===== config.mk =====
export PLATFORM = sky130hd
export DESIGN_NAME = memory_arbiter
export DESIGN_NICKNAME = d
export VERILOG_FILES = /design/src/rtl/memory_arbiter.sv
export SDC_FILE = /design/constraint.sdc
export NUM_CORES = 1
export LEC_CHECK = 0
export ABC_AREA = 1
export CAP_MARGIN = 20
export CORE_MARGIN = 2
export CORE_UTILIZATION = 30
export CTS_BUF_LIST = sky130_fd_sc_hd__clkbuf_4 sky130_fd_sc_hd__clkbuf_8 sky130_fd_sc_hd__clkbuf_16
export DETAILED_ROUTE_END_ITERATION = 12
export PLACE_DENSITY = 0.68
export SETUP_SLACK_MARGIN = 0.02
export SLEW_MARGIN = 10
export SYNTH_ARGS = -nofsm -noshare
export SYNTH_HDL_FRONTEND = slang
export SYNTH_SLANG_ARGS = --single-unit
export TNS_END_PERCENT = 20

===== constraint.sdc =====
create_clock -name clk -period 1.3 [get_ports clk]
set_input_delay 0.195 -clock clk [delete_from_list [all_inputs] [get_ports clk]]
set_output_delay 0.195 -clock clk [all_outputs]
set_load 0.02 [all_outputs]

===== src/rtl/memory_arbiter.sv =====
// memory_arbiter: N-client front end for memory_unit.
// Picks one requester (fixed priority or round-robin, with an optional
// ownership lock), drives the execute/busy/ready handshake itself and
// returns a one-cycle done pulse plus shared read data to the owner.
module memory_arbiter #(
  parameter int NUM_CLIENTS = 2,
  parameter int ADDR_WIDTH  = 16,
  parameter int DATA_WIDTH  = 16,
  parameter bit RR_MODE     = 1'b1
) (
  input  logic                              clk,
  input  logic                              rst,
  input  logic [NUM_CLIENTS-1:0]            req,
  input  logic [NUM_CLIENTS-1:0]            req_lock,
  input  logic [2*NUM_CLIENTS-1:0]          req_func,
  input  logic [ADDR_WIDTH*NUM_CLIENTS-1:0] req_address,
  input  logic [DATA_WIDTH*NUM_CLIENTS-1:0] req_write_data,
  output logic [NUM_CLIENTS-1:0]            grant,
  output logic [NUM_CLIENTS-1:0]            done,
  output logic [DATA_WIDTH-1:0]             rdata,
  output logic                              busy,
  output logic                              mem_execute,
  output logic [1:0]                        mem_func,
  output logic [ADDR_WIDTH-1:0]             mem_address,
  output logic [DATA_WIDTH-1:0]             mem_write_data,
  input  logic [DATA_WIDTH-1:0]             mem_read_data,
  input  logic                              mem_ready
);

  localparam int IDX_W = (NUM_CLIENTS > 1) ? $clog2(NUM_CLIENTS) : 1;
  typedef logic [IDX_W-1:0] idx_t;

  typedef enum logic [2:0] {
    IDLE,
    ISSUE,
    WAIT_BUSY,
    WAIT_DONE,
    DONE
  } state_t;

  state_t                   state_q, state_d;
  logic [NUM_CLIENTS-1:0]   grant_q, grant_d;
  idx_t                     owner_q, owner_d;
  idx_t                     rr_ptr_q, rr_ptr_d;
  logic                     lock_vld_q, lock_vld_d;
  idx_t                     lock_own_q, lock_own_d;
  logic [1:0]               mem_func_q, mem_func_d;
  logic [ADDR_WIDTH-1:0]    mem_addr_q, mem_addr_d;
  logic [DATA_WIDTH-1:0]    mem_wdata_q, mem_wdata_d;
  logic [DATA_WIDTH-1:0]    rdata_q, rdata_d;

  logic [1:0]               func_arr  [NUM_CLIENTS];
  logic [ADDR_WIDTH-1:0]    addr_arr  [NUM_CLIENTS];
  logic [DATA_WIDTH-1:0]    wdata_arr [NUM_CLIENTS];

  idx_t                     sel_idx;
  logic                     sel_found;
  idx_t                     win;
  logic                     lock_hit;

  // Split the packed per-client request fields into indexable arrays.
  always_comb begin
    for (int c = 0; c < NUM_CLIENTS; c++) begin
      func_arr[c]  = req_func[2*c +: 2];
      addr_arr[c]  = req_address[ADDR_WIDTH*c +: ADDR_WIDTH];
      wdata_arr[c] = req_write_data[DATA_WIDTH*c +: DATA_WIDTH];
    end
  end

  // Normal winner: first requester scanning from the RR pointer (or from 0).
  always_comb begin
    int c;
    c         = 0;
    sel_idx   = '0;
    sel_found = 1'b0;
    for (int k = 0; k < NUM_CLIENTS; k++) begin
      c = RR_MODE ? (int'(rr_ptr_q) + k) : k;
      if (c >= NUM_CLIENTS) c = c - NUM_CLIENTS;
      if (!sel_found && req[idx_t'(c)]) begin
        sel_found = 1'b1;
        sel_idx   = idx_t'(c);
      end
    end
  end

  // Handshake sequencer: next state, grant, lock and captured fields.
  always_comb begin
    state_d     = state_q;
    grant_d     = grant_q;
    owner_d     = owner_q;
    rr_ptr_d    = rr_ptr_q;
    lock_vld_d  = lock_vld_q;
    lock_own_d  = lock_own_q;
    mem_func_d  = mem_func_q;
    mem_addr_d  = mem_addr_q;
    mem_wdata_d = mem_wdata_q;
    rdata_d     = rdata_q;
    lock_hit    = lock_vld_q && req[lock_own_q];
    win         = lock_hit ? lock_own_q : sel_idx;

    case (state_q)
      IDLE: begin
        // An owner that dropped its request gives up the lock immediately.
        if (lock_vld_q && !req[lock_own_q]) lock_vld_d = 1'b0;
        if ((req != '0) && mem_ready) begin
          grant_d      = '0;
          grant_d[win] = 1'b1;
          owner_d      = win;
          mem_func_d   = func_arr[win];
          mem_addr_d   = addr_arr[win];
          mem_wdata_d  = wdata_arr[win];
          // Locked re-grants do not move the rotation.
          if (RR_MODE && !lock_hit)
            rr_ptr_d = (win == idx_t'(NUM_CLIENTS-1)) ? '0 : win + 1'b1;
          state_d = ISSUE;
        end
      end
      ISSUE: begin
        state_d = WAIT_BUSY;
      end
      WAIT_BUSY: begin
        if (!mem_ready) state_d = WAIT_DONE;
      end
      WAIT_DONE: begin
        if (mem_ready) begin
          rdata_d = mem_read_data;
          state_d = DONE;
        end
      end
      DONE: begin
        lock_vld_d = req_lock[owner_q];
        lock_own_d = owner_q;
        grant_d    = '0;
        state_d    = IDLE;
      end
      default: begin
        grant_d = '0;
        state_d = IDLE;
      end
    endcase
  end

  // State and datapath registers; reset abandons any in-flight operation.
  always_ff @(posedge clk or negedge rst) begin
    if (!rst) begin
      state_q     <= IDLE;
      grant_q     <= '0;
      owner_q     <= '0;
      rr_ptr_q    <= '0;
      lock_vld_q  <= 1'b0;
      lock_own_q  <= '0;
      mem_func_q  <= '0;
      mem_addr_q  <= '0;
      mem_wdata_q <= '0;
      rdata_q     <= '0;
    end else begin
      state_q     <= state_d;
      grant_q     <= grant_d;
      owner_q     <= owner_d;
      rr_ptr_q    <= rr_ptr_d;
      lock_vld_q  <= lock_vld_d;
      lock_own_q  <= lock_own_d;
      mem_func_q  <= mem_func_d;
      mem_addr_q  <= mem_addr_d;
      mem_wdata_q <= mem_wdata_d;
      rdata_q     <= rdata_d;
    end
  end

  assign grant          = grant_q;
  assign done           = (state_q == DONE) ? grant_q : '0;
  assign rdata          = rdata_q;
  assign busy           = (state_q != IDLE);
  assign mem_execute    = (state_q == ISSUE);
  assign mem_func       = mem_func_q;
  assign mem_address    = mem_addr_q;
  assign mem_write_data = mem_wdata_q;

endmodule


# == Word level (Yosys, flattened, before mapping) ==
# Cells that the tools add are included.
# classes
addsub,4
reduce_logical,18
bitwise_logic,3
n_mux,35
order_cmp,9
eq_ne,8
# op_table
cell,count
two-way mux 16 bit,6
two-way mux 1 bit,17
case mux 3 bit (4 select lines),1
"less-than comparator 1 x 2 -> 1 bit, second input constant",5
two-way mux 2 bit,5
two-way mux 3 bit,3
"inequality test 2 bit, second input constant",4
AND reduction 2 bit,4
"== test 3 x 2 -> 1 bit, second input constant",2
AND reduction 3 bit,2
logical AND 1 bit,5
">= comparator 2 bit, second input constant",2
case mux 2 bit (2 select lines),1
nonzero test 2 bit,2
"== test 3 x 1 -> 1 bit, second input constant",1
"== test 3 bit, second input constant",1
logical NOT 3 bit,1
nonzero test 3 bit,1
OR reduction 3 bit,1
"adder 1 x 1 -> 2 bit, second input constant",1
">= comparator 1 x 2 -> 1 bit, second input constant",1
logical NOT 1 bit,2
NOT 1 bit,2
NOT 1 -> 2 bit,1
other kinds (5),6
# word_totals
input_bits,91
reg_bits,59
output_inout_bits,56

# == Depth between registers and ports, before layout ==
# logic_depth
ltp_word,15
depth_mapped,8
depth_no_buf,7

# == Worst setup path after synthesis ==
# OpenSTA, ideal clock, no wires.
# synth_timing
kind,flip-flop to flip-flop
startpoint,reg state_q[2]
endpoint,reg mem_addr_q[0] (netlist: mem_address[0])
stages_incl_launch_ff,8
required_time_ps,1175
n_path_buf,1
arrival_time_ps,1177
slack_ps,-1
period_less_slack_ps,1301
path_cell_list,dfrtp_1 -> nor2_4 -> nand2_4 -> nor2_8 -> inv_2 -> buf_2 -> nand2_1 -> nand3_1
# synth_via
elab_chain_len,2
# synth_rtl
element,line_no,rtl
from (decl),41,"state_t state_q, state_d;"
from (signal assigned),157,state_q <= state_d;
logical NOT 3 bit,101,case (state_q)
AND reduction 2 bit (no line),n/a,
to (signal assigned),164,mem_addr_q <= mem_addr_d;
to (decl),48,"logic [ADDR_WIDTH-1:0] mem_addr_q, mem_addr_d;"
# Every way passes these cells.
# A chain may end at the register's enable or synchronous reset.

# == Worst setup path after layout ==
# layout_timing
startpoint,reg state_q[0]
endpoint,reg mem_addr_q[11] (netlist: mem_address[11])
# The elaborated chain is that of the path after synthesis.

==> qor.yml <==
floorplan:
  fp-row-count: 35
  die_h_um: 100
  die-area_mm2: 0.0100
  die_w_um: 100
  start_util_pct: 30.3
  core_area_mm2: 0.00911
  num_io_pins: 147
global_routing:
  grt_pass1_vias: 2964
  grt_overflow_total: 0
  grt_max_degree: 60
  antenna_found_initial: 0
  grt_use_total_pct: 18.2
  grt_pass1_wl_um: 14300
yosys:
  ys_seq_elements: 59
  postSynthCellCount: 324
  syn_area_per_cell_um2: 8.53
  synth_top_cells_by_area: "dfrtp_1 (53%), nand2_1 (14%), nand3_1 (13%)"
  muxShareOfSynthArea_pct: 0
  synth_top_family_by_area: "simple AND/OR/NAND/NOR gates"
  synth-xor-area-share_pct: 0
  synth-compound-area-share_pct: 2.04
  syn_area_mm2: 0.00276
  yosysSeqAreaShare_pct: 53.4
  yosysWarningCount: 0
  synthSimpleGateAreaFrac_pct: 38.9
  synth_fa_ha_area_share_pct: 0
  synth_nets: 415
  synth.distinct_cells: 21
  synthDominantCellAreaShare_pct: 53.4
  synth_top_area_cell: "dfrtp_1"
critical_path:
  critPathLaunchType: "flop"
  critPathCaptureType: "flop"
  critPathRequiredTime_ns: 1.51
  crit_slowest_cell: "dfrtp_1"
  cp-startpoint: "state_q[0]"
  critical_path.cell_chain: "buf_6, nor2_4, nand2_4, nor2_8, inv_6, clkbuf_16, nand2_1, nand3_1"
  critical_path_peak_fanout: 11
  crit_type: "flop to flop"
  cp_data_arrival_time_ns: 1.64
  worstReg2RegStart: "state_q[0]"
  slowest_delay_ns: 0.41
routing:
  vias: 3024
  ant_nets: 0
  vias_per_cell: 5.01
  first_iter_violations: 192
  wl_per_cell_um: 15.2
  firstDrtPassIters: 4
  drc: 0
  wirelength_um: 9170
timing:
  min_period_ns: 1.43
  post-route-period-util_pct: 110
  finalHoldViolations: 0
  rsz0062_at_grt: "true"
  clock_skew_ns: 0.00991
  relSlewSlack_pct: 78.5
  fmax_mhz: 699
  tns_ns: -4.29
  max_slew.worst_pin.slew_ns: 0.323
  setup_viol: 53
  final_max_slew_viol_count: 0
  holdWs_ns: 0.389
  setup_ws_ns: -0.131
cells_and_area:
  antenna_cells: 0
  seqCellArea_mm2: 0.00148
  areaGrowthSynthToFinish_pct: 74.0
  fin_area_mm2: 0.00481
  fin_cells: 604
  post-route-util_pct: 52.8
  multi_input_area_mm2: 0.00119
  drive_gt1_share_pct: 15.6
  nets: 581
  fillCellCount: 874
place:
  placed_area_mm2: 0.00450
  gp_congestion: 0.760
  portBuffers: 146
  dp_hpwl_um: 6260
  place_ws_ns: -0.452
  place_inst: 583
clock_tree:
  clk_latency_ns: 0.33
  cts_num_sinks: 59
  cts_max_level: 3
  cts_tree: "done"
  cts-buffers-inserted: 9
  cts.path.max_buffers: 2
  clockRootBuffer: "clkbuf_8"
  path_clk_slew_ns: 0.07
power:
  power_mw: 10.3
  ir_drop_uv: 810
  power_density_mw_per_mm2: 2150
  p_leak_nw: 2.32
job:
  drv_cap: 0
status:
  violations: "setup timing"
  status: "complete, but fails checks"
worst_hold_path:
  hp-start: "mem_read_data[1]"
  hp-class: "input port to flop"
==> registers in the layout, summed over array words and instances, names as in the netlist <==
register / cells
mem_write_data: 16
grant: 2
rdata: 16
owner_q: 1
mem_func: 2
state_q: 3
lock_vld_q: 1
rr_ptr_q: 1
mem_address: 16
lock_own_q: 1
==> cell type report <==
cell class,instances,share of cell area (%)
clock buffers,12,3.43
clock inverters,2,0.729
inverters,13,1.17
multi-input cells,231,24.8
flip-flops and latches,59,30.7
well taps,111,2.89
repair buffers,176,36.3
==> cells in the final DEF, fill, tap and decap left out, types with 2 or more instances in the layout <==
cell type,netlist,layout
dlygate4sd2_1,0,37
buf_12,0,6
nand2_4,3,3
nand4_1,34,34
inv_2,4,5
nand2_1,101,98
o21ai_2,2,3
clkdlybuf4s15_1,0,14
nor2_4,1,2
dfrtp_1,59,58
nor2_1,4,3
buf_4,0,22
clkdlybuf4s50_1,0,89
nand3_1,74,70
buf_6,1,3
nand2_2,1,3
inv_1,9,6
clkbuf_8,0,12
clkbuf_16,0,2
o21ai_0,4,4
nand3_2,2,5
==> cells in the mapped netlist (all sizes together) <==
master  number
nand2      105
inv         13
o21a         1
o21ai        7
clkbuf       3
nor2         7
a31oi        1
nand4       34
dfrtp       59
buf         18
nand3       76
==> critical path, delay by kind of cell (launching register included) <==
kind / cells / cell delay (ns)
AND/OR/NAND/NOR: 5 / 0.53
flip-flops: 1 / 0.41
buffers and inverters: 3 / 0.37
==> where the power goes <==
group	internal, mW	switching (mW)	total (mW)
Clock	1.02	0.719	1.74
Sequential	2.67	0.495	3.17
Combinational	2.30	3.14	5.43
==> worst paths after layout <==
kind / to / slack, ns / cells after the start
max: mem_address[11] / -0.13 / 8
max in group asynchronous: mem_address[7] / 0.63 / 3
max reg2reg: mem_address[11] / -0.13 / 8
min in group asynchronous: grant[1] / 0.40 / 3
min reg2reg: rdata[10] / 0.48 / 2
min: rdata[1] / 0.39 / 3
==> logic make-up (layout without fill, tap and decap cells) <==
family	after synthesis	after routing
and+or+nand+nor	222	222
DFF	59	59
AOI/OAI and AO/OA	9	9
buffers and inverters	34	203
==> timing repair <==
item                                   CTS  global route
gates cloned                             0             2
hold buffers                             1             0
setup endpoints to repair              111            82
endpoints found under the hold margin   59             0
resized for setup                       89            22
buffers inserted                         3             1
pin swaps                               14             6
==> metal layers <==
layer	part of all wire, %	GRT usage [%]	up-vias
met1	43	23.6	1430
met4	2.3	7.69	0
met2	47	28.6	138
li1	-	-	1438
met3	7.8	5.01	18
met5	0	0	-
No activity file was read; power rests on OpenSTA's default activity.
